`src/rtl/if_id_buffer.sv`:
```
// Two-entry IF/ID instruction buffer: decouples fetch and decode stalls,
// presents the oldest {instr, pc} and its MIPS field slices, and supports flush.
module if_id_buffer #(
  parameter int PC_W = 32
) (
  input  logic            clk,
  input  logic            rst,
  // Handshakes: a word moves only in a cycle where valid and ready are both 1.
  // Valid never depends on ready; in_ready/out_valid depend only on registered state.
  input  logic            in_valid,
  output logic            in_ready,
  input  logic [31:0]     in_instr,
  input  logic [PC_W-1:0] in_pc,
  input  logic            flush,
  output logic            out_valid,
  input  logic            out_ready,
  output logic [31:0]     out_instr,
  output logic [PC_W-1:0] out_pc,
  output logic [5:0]      out_opcode,
  output logic [4:0]      out_rs,
  output logic [4:0]      out_rt,
  output logic [4:0]      out_rd,
  output logic [4:0]      out_shamt,
  output logic [5:0]      out_funct,
  output logic [15:0]     out_imm,
  output logic [25:0]     out_target
);

  logic [31:0]     mem_instr [2];
  logic [PC_W-1:0] mem_pc    [2];
  logic            wptr;
  logic            rptr;
  logic [1:0]      count;
  logic            push;
  logic            pop;

  assign in_ready  = (count != 2'd2);
  assign out_valid = (count != 2'd0);
  assign push      = in_valid & in_ready;
  assign pop       = out_valid & out_ready;

  always_ff @(posedge clk) begin
    if (rst) begin
      wptr  <= 1'b0;
      rptr  <= 1'b0;
      count <= 2'd0;
      for (int i = 0; i < 2; i++) begin
        mem_instr[i] <= '0;
        mem_pc[i]    <= '0;
      end
    end else if (flush) begin
      // Redirect: drop everything, including a word offered this cycle.
      wptr  <= 1'b0;
      rptr  <= 1'b0;
      count <= 2'd0;
    end else begin
      if (push) begin
        mem_instr[wptr] <= in_instr;
        mem_pc[wptr]    <= in_pc;
        wptr            <= ~wptr;
      end
      if (pop) begin
        rptr <= ~rptr;
      end
      if (push && !pop) begin
        count <= count + 2'd1;
      end else if (pop && !push) begin
        count <= count - 2'd1;
      end
    end
  end

  // Empty buffer presents a NOP so downstream fields read as zero.
  assign out_instr  = out_valid ? mem_instr[rptr] : 32'h0000_0000;
  assign out_pc     = out_valid ? mem_pc[rptr]    : '0;
  assign out_opcode = out_instr[31:26];
  assign out_rs     = out_instr[25:21];
  assign out_rt     = out_instr[20:16];
  assign out_rd     = out_instr[15:11];
  assign out_shamt  = out_instr[10:6];
  assign out_funct  = out_instr[5:0];
  assign out_imm    = out_instr[15:0];
  assign out_target = out_instr[25:0];

endmodule

```
`config.mk`:
```
export PLATFORM = sky130hd
export DESIGN_NAME = if_id_buffer
export DESIGN_NICKNAME = d
export VERILOG_FILES = /design/src/rtl/if_id_buffer.sv
export SDC_FILE = /design/constraint.sdc
export NUM_CORES = 1
export LEC_CHECK = 0
export CORE_AREA = 2 2 152 154
export CTS_BUF_LIST = sky130_fd_sc_hd__clkbuf_16
export CTS_CLUSTER_DIAMETER = 60
export DETAILED_ROUTE_END_ITERATION = 12
export DIE_AREA = 0 0 154 156
export PLACE_DENSITY = 0.54
export SLEW_MARGIN = 10
export SYNTH_ARGS = -nofsm -noshare
export SYNTH_HDL_FRONTEND = slang
export SYNTH_SLANG_ARGS = --single-unit
export TNS_END_PERCENT = 30
```
`constraint.sdc`:
```
create_clock -name clk -period 2.6 [get_ports clk]
set_input_delay 0.39 -clock clk [delete_from_list [all_inputs] [get_ports clk]]
set_output_delay 0.39 -clock clk [all_outputs]
set_load 0.1 [all_outputs]
```
# After elaboration in Yosys (flattened, before gate mapping)
# Memory sizes are Yosys's and may differ from the RTL's. A register that Yosys moved wholly into a read port is not among the register bits.
# Index checks and enable logic that the tools add are counted.
[totals]
output_inout_bits = 140
register_bits = 4
elab_cells = 41
ram_bits = 128
n_memories = 2
[classes]
reduce_logical = 9
eq_ne = 1
n_addsub = 2
mux = 20
n_bitwise = 4
[mem_list]
columns = ["name", "depth", "word_bits", "rd", "rd_ports_with_merged_regs", "write_ports", "line_no", "rtl"]
rows = [
  ["mem_instr", 2, 32, 1, 1, 2, "29", "logic [31:0] mem_instr [2];"],
  ["mem_pc", 2, 32, 1, 1, 2, "30", "logic [PC_W-1:0] mem_pc [2];"],
]
[ops]
columns = ["cell", "n"]
rows = [
  ["$mux 32", 4],
  ["$reduce_or 32->1", 2],
  ["$mux 1", 14],
  ["$mux 2", 2],
  ["$reduce_bool 2->1", 2],
  ["$add 2x1->2 const B", 1],
  ["$and 1x1->1", 2],
  ["$logic_and 1x1->1", 2],
  ["$logic_not 1->1", 2],
  ["$ne 2x2->1 const B", 1],
  ["$not 1->1", 2],
  ["$reduce_or 2->1", 1],
  ["$sub 2x1->2 const B", 1],
]

# Depth between registers and ports, before layout
# Gate-level depths: netlist (run 1).
[logic_depth]
depth_word = 8
ltp_mapped = 6
mapped_depth_nobuf = 6

# Least setup slack after synthesis (run 1)
# Ideal clock, no wire load.
[synth_path]
path_type = "register -> output"
from = "register count[0]"
to = "output port out_instr[10]"
path_buffers = 3
path_stages_with_launch = 6
t_required_ns = 2.210
slack_ns = -0.505
arrival_time_ns = 2.715
cell_sequence = "dfxtp_1 nor2_1 clkbuf_1 buf_2 nor2_1 buf_4"
[synth_between]
elab_chain_cells = 2
[synth_rtl]
columns = ["element", "line_no", "rtl"]
rows = [
  ["start, declared", "33", "logic [1:0] count;"],
  ["start signal, assigned", "66", "count <= count + 2'd1;"],
  ["start signal, assigned", "68", "count <= count - 2'd1;"],
  ["$reduce_bool 2->1", "38", "assign out_valid = (count != 2'd0);"],
  ["$mux 32", "74", "assign out_instr = out_valid ? mem_instr[rptr] : 32'h0000_0000;"],
  ["end, declared", "17", "output logic [31:0] out_instr,"],
]
# No other way between the ends.

==> results list, run 1 <==
- Placement-stage cell area: 9200 sq um
* Worst EP required: 2.21 ns
* Avg WL per Cell: 15.3 um
- Post-cts repair resize count: 0
- Across the whole layout, storage elements account for 3950 sq um.
* Number of library cell types mapped by synthesis: 20
* Area of the multi-input gates: 1860 sq um
- Site row count: 55
* TritonCTS Buffers: 17
- Clock tree from TritonCTS: done
* CP max-delay cell: sky130_fd_sc_hd__dfxtp_4
* Kind of capture point of the worst setup path: output pin
- After detailed routing, the number of remaining DRC violations is 0.
- The critical path goes through buf_12 > mux2i_1 > nor2_1 > buf_12.
* RSZ-0062 raised after global routing: no
- Post-detailed-placement half-perimeter wirelength: 10.4 mm
- The final count of hold timing violations is 0.
- Netlist area before placement: 6620 sq um
- Worst slew pin tran: 0.546 ns
- The finished cells cover 9830 sq um.
- Setup Fix Bufs, Post-CTS: 0
* Fill cell count: 2042
- Across the run, the number of max-cap violations was 0.
- At the later pin of the worst-skew pair, clock insertion delay measures 0.41 ns.
- Counting tap cells, the placed design contains a total of 931 instances.
- The area growth from synthesis to layout is 48.5%.
* CTS sink cnt: 133
- Critical path's top delay family: flip-flops
- Last weighted congestion value of the routability-driven placer: 0.696
- Yosys warns: 0
- In the final layout, the share of cells above drive strength 1 is 29.5%.
- Fin crit period: 2.41 ns
* CORE AREA: 22400 sq um
- Among the stages of the critical path, the cell type that occurs most often is sky130_fd_sc_hd__buf_12.
- Overall die area: 24000 sq um
* CP bufs+invs: 2
- Effective utilization at floorplan: 29.6%
* Static Leak: 3.72 nW
- Clock skew on the completed layout was measured at 0.00779 ns.
- Width of the chip: 154 um
- Number of instances in the synthesized netlist: 518
- Count of final max-slew check failures: 0
- The detailed router finished its first iteration with 145 violations.
* CTS HTree Levels: 4
- For this run, the detailed router's first-pass iteration total came to 4.
- Part of the Yosys area used for sequential elements: 59.6%
* Maximum achievable frequency: 415 MHz
* Vias per cell: 4.23
* Global-route wire length before repair: 22.8 mm
- Reg-to-reg slack, setup: 0.91 ns
* Worst IR Drop VDD: 0.000382 V
* Maximum net fanout on the critical path: 31
- Power per cell area: 705 nW/um^2
- Routed vias: 4082
- HP Class: register to register
- Worst min-delay path startpoint: wptr
- The startpoint identified for the worst register-to-register timing path is count[1].
- The worst pin sits at a relative slew slack of 63.6%.
* Number of non-filler instances in the completed layout: 965
- The run finished with clean final reports.
- At the end of the flow the core is filled with cells to 44.0%.
- Each instance of the synthesized netlist takes up on average 12.8 sq um.
- Total of hold buffers inserted after clock tree synthesis: 0
- The floorplan step set the die height to 156 um.
- When the netlist entered floorplanning its net count stood at 588.
- The longest clock path from root to sink contains 2 buffers.
- Largest net degree at the start of global routing: 35
* GRT Resource Usage Total: 12.5%
* Flip-flop and latch count after synthesis: 133
- The total overflow left after global routing is 0.
- CP Class: register to output pin
- In this run the count of I/O pins placed on the die edge is 209.
* Drt total wl: 14.8 mm
- Initial antenna violation count: 2
- For the worst setup path, the data arrival time is 2.02 ns.
- The final critical path takes up 92.6% of the cycle.
- Input/output buffers: 208
- After clock tree synthesis, the clock-pin slew on the worst setup and hold paths is 0.06 ns.
* Count of nets after finishing: 735
* Vias in the first global route: 4263
- Power Total: 0.00694 W
* Worst hold slack: 0.540 ns
- Root Driver: sky130_fd_sc_hd__clkbuf_16
- On the worst path, the slowest cell contributes a delay of 0.58 ns.
* Remaining antenna violation count: 0
* Startpoint class of the critical path: register
- Setup violations remaining at the end of the flow were counted as 0.
## final timing paths
kind | end | depth (start not counted)
worst max-delay path | out_instr[30] | 4
worst min-delay path | wptr | 2
worst max register to register | count[1] | 5
worst min register to register | wptr | 2
## cell families (layout without fill, tap and decap cells)
logic type | Yosys count | after routing | share of synthesized area [%]
other cells | 0 | 2 | 0
flops | 133 | 133 | 59.6
buf+inv | 107 | 267 | 12.5
xor+xnor | 3 | 3 | 0.397
fa+ha+maj | 1 | 1 | 0.189
compound gates | 5 | 5 | 0.378
simple gates | 205 | 205 | 17.3
mux | 64 | 64 | 9.67
## layout by cell type, fill, tap and decap left out, types with 2 or more instances in the layout
cell type	instances
sky130_fd_sc_hd__clkinv_1	2
sky130_fd_sc_hd__clkbuf_16	17
sky130_fd_sc_hd__or2_4	2
sky130_fd_sc_hd__a21oi_1	2
sky130_fd_sc_hd__o21ai_0	3
sky130_fd_sc_hd__inv_1	4
sky130_fd_sc_hd__edfxtp_1	128
sky130_fd_sc_hd__or3_1	2
sky130_fd_sc_hd__xor2_1	3
sky130_fd_sc_hd__diode_2	2
sky130_fd_sc_hd__mux2i_1	64
sky130_fd_sc_hd__clkdlybuf4s50_1	68
sky130_fd_sc_hd__clkinvlp_4	3
sky130_fd_sc_hd__bufinv_16	4
sky130_fd_sc_hd__buf_12	89
sky130_fd_sc_hd__clkinv_4	3
sky130_fd_sc_hd__dfxtp_1	4
sky130_fd_sc_hd__inv_6	3
sky130_fd_sc_hd__and2_1	128
sky130_fd_sc_hd__nor2_1	68
sky130_fd_sc_hd__nor4_4	2
sky130_fd_sc_hd__buf_4	74
## area by class of cell
cell class / instances / area share, %
multi-input combinational: 278 / 19.0
clock inverter: 15 / 2.06
antenna: 2 / 0.0509
tap: 285 / 3.63
inverter: 4 / 0.153
sequential: 133 / 40.1
clock buffer: 17 / 4.33
timing repair buffer: 231 / 30.7
## power breakdown
group	total [W]	switching, W	internal, W
combinational	0.00193	0.00135	0.000583
sequential	0.00250	0.0000373	0.00246
clock	0.00251	0.000898	0.00161
total	0.00694	0.00228	0.00465
## worst reg2reg max path, stage by stage (launching register included)
cell and delay [ns]:
sky130_fd_sc_hd__dfxtp_1 0.42, sky130_fd_sc_hd__nor2b_4 0.29, sky130_fd_sc_hd__nor2_1 0.08, sky130_fd_sc_hd__ha_1 0.34
sky130_fd_sc_hd__or3_1 0.35, sky130_fd_sc_hd__a21oi_1 0.14
## cell usage after synthesis
library cell | instances | area share [%]
sky130_fd_sc_hd__a21oi_1 | 2 | 0.15
sky130_fd_sc_hd__and2_1 | 128 | 12
sky130_fd_sc_hd__buf_2 | 12 | 0.91
sky130_fd_sc_hd__buf_4 | 75 | 8.5
sky130_fd_sc_hd__buf_6 | 2 | 0.34
sky130_fd_sc_hd__buf_8 | 10 | 2.3
sky130_fd_sc_hd__clkbuf_1 | 4 | 0.23
sky130_fd_sc_hd__dfxtp_1 | 5 | 1.5
sky130_fd_sc_hd__edfxtp_1 | 128 | 58
sky130_fd_sc_hd__ha_1 | 1 | 0.19
sky130_fd_sc_hd__inv_1 | 4 | 0.23
sky130_fd_sc_hd__mux2i_1 | 64 | 9.7
sky130_fd_sc_hd__nor2_1 | 69 | 3.9
sky130_fd_sc_hd__nor2b_4 | 1 | 0.21
sky130_fd_sc_hd__nor4_4 | 2 | 0.64
sky130_fd_sc_hd__o21ai_0 | 3 | 0.23
sky130_fd_sc_hd__or2_0 | 1 | 0.095
sky130_fd_sc_hd__or2_2 | 2 | 0.19
sky130_fd_sc_hd__or3_1 | 2 | 0.19
sky130_fd_sc_hd__xor2_1 | 3 | 0.40
## registers in the layout, summed over array words and instances, names as in the netlist, named ones only
name and count:
count 2, mem_pc 64, wptr 1, rptr 1
mem_instr 64
## metrics by stage
step	setup slack, ns	TNS [ns]
floorplan	-0.505	-35.78
global placement	0.339	0
detailed placement	0.319	0
CTS	0.125	0
global route	0.0494	0
finish	0.193	0
## layer usage
layer	routed length [um]	GRT usage [%]	vias to the layer above	share of wire, %
li1	-	-	1981	-
met1	6160	14.4	1944	42
met2	7440	21.9	146	50
met3	1030	4.25	11	7.0
met4	155	4.01	0	1.0
met5	0	0	-	0
(Power assumes the default switching activity.)
==> run 2: changes to the inputs <==
CORE_AREA = 2 2 125 127   (was 2 2 152 154)
DIE_AREA = 0 0 127 129   (was 0 0 154 156)
PLACE_DENSITY = 0.76   (was 0.54)
==> results list, run 2 (same netlist as run 1, synthesis figures left out) <==
- The path class of the tightest hold or removal check is register to register.
- Fill cell count: 1070
- The number of antenna diodes in the final layout is 0.
- Maximum net fanout on the critical path: 8
* Vias per cell: 4.79
- On the worst path, the slowest cell contributes a delay of 0.63 ns.
- Layout area overhead: 48.5%
- The number of clock buffers added by TritonCTS is 17.
- I/O pin cnt: 209
* Critical path's top delay family: simple AND/OR/NAND/NOR gates
- CP bufs+invs: 1
- Vertical die dimension: 129 um
* WP data arrival: 2.10 ns
- Dividing total power by cell area gives a power density of 700 nW/um^2.
* Congestion Overflow GR: 0
- In the global route stage, overall resource usage came out at 17.6%.
- Once detail routing completed, the nets flagged for antenna violations numbered 0.
* Worst slew pin tran: 0.783 ns
* Effective utilization at floorplan: 44.2%
- Share of post-route cells with drive strength above 1: 29.2%
* Largest clock skew in the final design: 0.0106 ns
- Maximum achievable frequency: 401 MHz
- Post-layout utilization of the core: 65.6%
* Crit path cell chain: nor2_2 > nor2_1 > buf_12
- The floorplan step defined a core boundary enclosing 15000 sq um.
* Post-detailed-placement half-perimeter wirelength: 9.43 mm
- Routed vias: 4089
- In this run the horizontal extent of the chip is 127 um.
- CTS sink cnt: 133
* Count of routing violations after the opening detailed-route iteration: 193
- The final number of max-transition violations came to 0.
* Total of hold buffers inserted after clock tree synthesis: 0
- The placed instances occupy a cell area of 9170 sq um.
- Clock tree from TritonCTS: done
- After clock tree synthesis, the clock-pin slew on the worst setup and hold paths is 0.06 ns.
- Worst IR Drop VDD: 0.000394 V
- For this design the static power due to leakage is 3.69 nW.
* CP Class: register to output pin
- Final setup vio count: 0
* RSZ-0062 raised after global routing: no
- Largest net degree at the start of global routing: 65
- CTS HTree Levels: 4
- Headroom to the max-slew limit came out at 47.6%.
- Overall die area: 16400 sq um
* Clock tree buffer depth: 2
* Outcome: finished clean
- For this run, the post-layout net count is 722.
- CP max-delay cell: sky130_fd_sc_hd__nor2_1
- After routing the design area is 9830 sq um.
- Input/output buffers: 208
- Final number of hold-violating endpoints: 0
- Residual DRC count: 0
- STA puts the critical path data required time at 2.21 ns.
- Routability-driven placement finished with a final weighted congestion of 0.725.
* Startpoint class of the critical path: register
- In the layout the commonest cells are sky130_fd_sc_hd__and2_1 (128), sky130_fd_sc_hd__edfxtp_1 (128), sky130_fd_sc_hd__buf_12 (106).
- Site row count: 45
- Fin crit period: 2.49 ns
- Source-to-sink clock delay at the later pin of the worst-skew pair: 0.41 ns
* Kind of capture point of the worst setup path: output pin
- Root Driver: sky130_fd_sc_hd__clkbuf_16
* Number of iterations in the first detailed-routing pass: 4
* Largest registers in the final layout: mem_instr: 64 flops, mem_pc: 64 flops, count: 2 flops
- Of the available clock period, the critical path in the final layout requires 95.9%.
- Vias in the first global route: 4218
- Avg WL per Cell: 16.9 um
- Max-cap check violation count: 0
- Initial antenna violation count: 0
- The first global-routing pass estimated 22.1 mm of wire.
* Drt total wl: 14.4 mm
==> run 2: cell types whose count changed in the layout (fill, tap and decap cells not counted), moves of 2 or more <==
cell and change:
sky130_fd_sc_hd__buf_12 +17, sky130_fd_sc_hd__buf_4 -33, sky130_fd_sc_hd__clkinv_1 -2, sky130_fd_sc_hd__clkinv_2 +3, sky130_fd_sc_hd__diode_2 -2, sky130_fd_sc_hd__nor2_1 -4, sky130_fd_sc_hd__nor2_2 +6
==> run 2: path summary, 6_finish.rpt <==
| kind | from | endpoint | slack, ns | cells after the start |
|---|---|---|---|---|
| max | count[1] | out_target[0] | 0.11 | 3 |
| min | rptr | rptr | 0.52 | 2 |
| min reg2reg | rptr | rptr | 0.52 | 2 |
| max reg2reg | count[1] | count[1] | 0.63 | 5 |
==> run 2: power breakdown <==
group,switching (W),internal [W]
Combinational,0.00135,0.000606
Clock,0.000900,0.00151
Sequential,0.0000453,0.00246
Total,0.00230,0.00458
==> run 2: tightest hold or removal path: cells and delay by family, from the launching register on <==
family | cells | cell delay [ns]
flip-flops | 1 | 0.32
XOR/XNOR | 1 | 0.08
AND/OR/NAND/NOR | 1 | 0.08
==> run 2: cell type report <==
class                   instances  area (sq um)  share of cell area (%)
inverters                       4          15.0                   0.153
clock inverters                15           180                    1.83
well taps                     188           235                    2.39
multi-input cells             280          1890                    19.2
clock buffers                  17           425                    4.33
repair buffers                216          3140                    31.9
flip-flops and latches        133          3950                    40.2
==> run 2: metal layers <==
| layer | routed length, um | part of all wire, % | global-route usage, % | vias to the layer above |
|---|---|---|---|---|
| li1 | - | - | - | 1951 |
| met1 | 5780 | 40 | 21.1 | 1980 |
| met2 | 7780 | 54 | 32.2 | 147 |
| met3 | 702 | 4.9 | 3.28 | 11 |
| met4 | 129 | 0.90 | 5.88 | 0 |
| met5 | 0 | 0 | 0 | - |
==> run 2: per-stage QoR <==
step / std cells / hold slack (ns) / power (W) / worst slack, ns / setup TNS (ns)
6_report: 853 / 0.521 / 0.00688 / 0.106 / 0
3_3_place_gp: 818 / 0.493 / 0.00447 / 0.322 / 0
2_1_floorplan: 518 / 0.472 / 0.00390 / -0.505 / -35.78
5_1_grt: 853 / 0.575 / 0.00708 / 0.00720 / 0
3_5_place_dp: 818 / 0.508 / 0.00450 / 0.210 / 0
4_1_cts: 851 / 0.527 / 0.00692 / -0.0531 / -2.08
==> run 2: what timing repair did <==
action	4_1_cts	5_1_grt
gates resized for setup	2	3
endpoints found under the setup margin	46	109
cloned	1	1
buffers inserted	0	1
pin swaps	1	1
==> run 3: changes to the inputs <==
CORE_AREA = 2 2 122 124   (was 2 2 125 127)
DIE_AREA = 0 0 124 126   (was 0 0 127 129)
PLACE_DENSITY = 0.79   (was 0.76)
==> results list, run 3 (same netlist as run 1, synthesis figures left out) <==
- The run finished with clean final reports.
* Count of nets after finishing: 726
- The post-route netlist has 28.3% of its cells at a drive strength greater than 1.
* Fill cell count: 1009
- Sequential Power Share: 35.4%
- The initial utilization of the core area, before any placement, comes to 46.3%.
- The library cells used most frequently in the layout, excluding fill and tap cells, are sky130_fd_sc_hd__and2_1 (128), sky130_fd_sc_hd__edfxtp_1 (128), sky130_fd_sc_hd__buf_12 (101).
- Measured in cells, the most critical reg-to-reg path has a length of 4.
* GRT Resource Usage Total: 18.9%
- Kind of capture point of the worst setup path: output pin
- Drt total wl: 14.4 mm
- TritonCTS built the clock tree.
- Switching share of total power: 31.6%
* Worst min-delay path startpoint: rptr
* Source-to-sink clock delay at the later pin of the worst-skew pair: 0.41 ns
* Global-route wire length before repair: 22.2 mm
* CP max-delay cell: sky130_fd_sc_hd__nor2_1
* Worst IR Drop VDD: 0.000583 V
* Root Driver: sky130_fd_sc_hd__clkbuf_16
- Initial antenna violation count: 0
- CORE AREA: 14300 sq um
* Startpoint class of the critical path: register
- Routed vias: 4124
- Max-Slew Margin vs Limit: 46.4%
- Layout area overhead: 48.1%
- Setup violations remaining at the end of the flow were counted as 0.
- Largest registers in the final layout: mem_instr: 64 flops, mem_pc: 64 flops, count: 2 flops
- Clock-pin slew was measured on the worst setup and hold paths at 0.05 ns.
* Startpoint of the worst register-to-register path: count[0]
- Overall die area: 15600 sq um
- Input/output buffers: 208
- Hold is met by 0.523 ns.
- Summed over all nets, the switching power comes to 0.00224 W.
* Post-detailed-placement half-perimeter wirelength: 9.94 mm
- The final number of max-transition violations is 0.
- Worst EP required: 2.21 ns
* Hold-critical path endpoint: rptr
* CP Class: register to output pin
* Fin crit period: 2.46 ns
- Congestion Overflow GR: 0
* Power per cell area: 721 nW/um^2
- Along the worst path, the maximum fanout reaches 17.
- Cell internal power was estimated by the tool at 0.00483 W.
* Max-cap check violation count: 0
- CTS HTree Levels: 4
- Combinational logic burns 27.6% of the power.
* Width of the chip: 124 um
- Vertical die dimension: 126 um
- Fraction of the cycle the final worst path needs: 94.8%
- The detail route stage leaves a number of antenna-violating nets equal to 0.
* Setup Fix Bufs, Post-CTS: 0
- 209 I/O pins were placed.
- The worst hold path passes through 2 cells.
- The analysis attributes to cell leakage a power of 3.73 nW.
- Reg-to-reg slack, setup: 0.82 ns
* Final number of hold-violating endpoints: 0
- Worst slew pin tran: 0.801 ns
- Entering global routing, the biggest net connects 65 pins.
- In this design, the stage delay of the slowest critical-path cell is 0.51 ns.
* Power share of the clock group: 37.0%
- The congestion estimate from routability-driven global placement came to 0.735.
- RSZ-0062 raised after global routing: no
* Vias in the first global route: 4276
* Diode insertion count for antenna repair: 0
- R2r endpoint: mem_instr[1][26]
* Residual DRC count: 0
- Avg WL per Cell: 16.8 um
- Counting along the longest clock path gives a buffer depth of 2.
- Clock skew on the completed layout was measured at 0.00464 ns.
- Site row count: 44
- For this run, the top clock speed supported by timing is 406 MHz.
- Buffers inserted during clock tree synthesis total 17.
- In this run the cell area measured after placement is 9160 sq um.
- The worst hold path belongs to the class register to register.
- STA puts the critical path data arrival time at 2.07 ns.
- Crit path cell chain: nor2_4 > buf_4 > nor2_1 > buf_12
- With fillers left out, the area of the finished cells amounts to 9810 sq um.
- Number of iterations in the first detailed-routing pass: 5
* Count of routing violations after the opening detailed-route iteration: 248
* Vias per cell: 4.83
- CTS sink cnt: 133
==> run 3: cell types whose count changed in the layout (fill, tap and decap cells not counted) <==
cell	previous run	this run
sky130_fd_sc_hd__dfxtp_2	1	0
sky130_fd_sc_hd__buf_16	1	0
sky130_fd_sc_hd__nor2_1	64	66
sky130_fd_sc_hd__clkinv_4	4	0
sky130_fd_sc_hd__buf_4	41	52
sky130_fd_sc_hd__buf_12	106	101
sky130_fd_sc_hd__clkinv_1	0	4
sky130_fd_sc_hd__inv_1	4	6
sky130_fd_sc_hd__inv_6	2	0
sky130_fd_sc_hd__buf_6	0	1
sky130_fd_sc_hd__nor2_2	6	2
sky130_fd_sc_hd__clkinvlp_4	3	0
sky130_fd_sc_hd__dfxtp_1	3	4
sky130_fd_sc_hd__bufinv_16	3	6
==> run 3: per-stage QoR <==
step | instances | setup TNS [ns] | power (W) | setup slack, ns | util, %
floorplan | 518 | -35.78 | 0.00390 | -0.505 | -
global placement | 821 | 0 | 0.00447 | 0.311 | 64.0
detailed placement | 821 | 0 | 0.00450 | 0.230 | 64.0
CTS | 853 | 0 | 0.00712 | 0.0143 | 68.5
global route | 853 | 0 | 0.00727 | 0.0195 | 68.5
finish | 853 | 0 | 0.00707 | 0.135 | 68.5
==> run 3: power groups by stage <==
stage               Sequential (W)  Combinational [W]  Clock (W)
floorplan                  0.00253            0.00137          0
global placement           0.00254            0.00194          0
detailed placement         0.00255            0.00196          0
CTS                        0.00250            0.00196    0.00265
global route               0.00251            0.00201    0.00275
finish                     0.00250            0.00195    0.00262
==> run 3: how the worst max path moves through the flow <==
stage             start                to  slack (ns)  depth (start not counted)
2_1_floorplan  count[0]     out_instr[10]       -0.50                          5
3_3_place_gp        rst  mem_instr[0][22]        0.31                          5
3_5_place_dp        rst     mem_pc[1][15]        0.23                          5
4_1_cts        count[0]       out_imm[13]        0.01                          4
5_1_grt        count[0]    out_target[20]        0.02                          4
6_report       count[0]         out_rt[4]        0.14                          4
==> run 3: area by class of cell <==
type	instances	area, sq um	area share, %
inverter	4	15.0	0.153
tap	184	230	2.35
clock buffer	17	425	4.34
timing repair buffer	222	3100	31.6
clock inverter	15	218	2.22
multi-input combinational	278	1870	19.1
sequential	133	3950	40.2
==> run 3: what timing repair did <==
action | in CTS | in global routing
resized for setup | 0 | 3
hold buffers | 0 | 0
endpoints found under the setup margin | 0 | 18
==> run 3: critical path, delay by kind of cell, from the launching register on <==
family                 cells  cell delay (ns)
AND/OR/NAND/NOR            2             0.67
flip-flops                 1             0.50
buffers and inverters      2             0.48
==> run 3: metal layers <==
metal / GRT usage (%) / share of wire [%] / vias to the layer above
li1: - / - / 1953
met1: 21.6 / 37 / 1987
met2: 33.6 / 54 / 164
met3: 5.48 / 7.8 / 20
met4: 6.54 / 1.6 / 0
met5: 0 / 0 / -
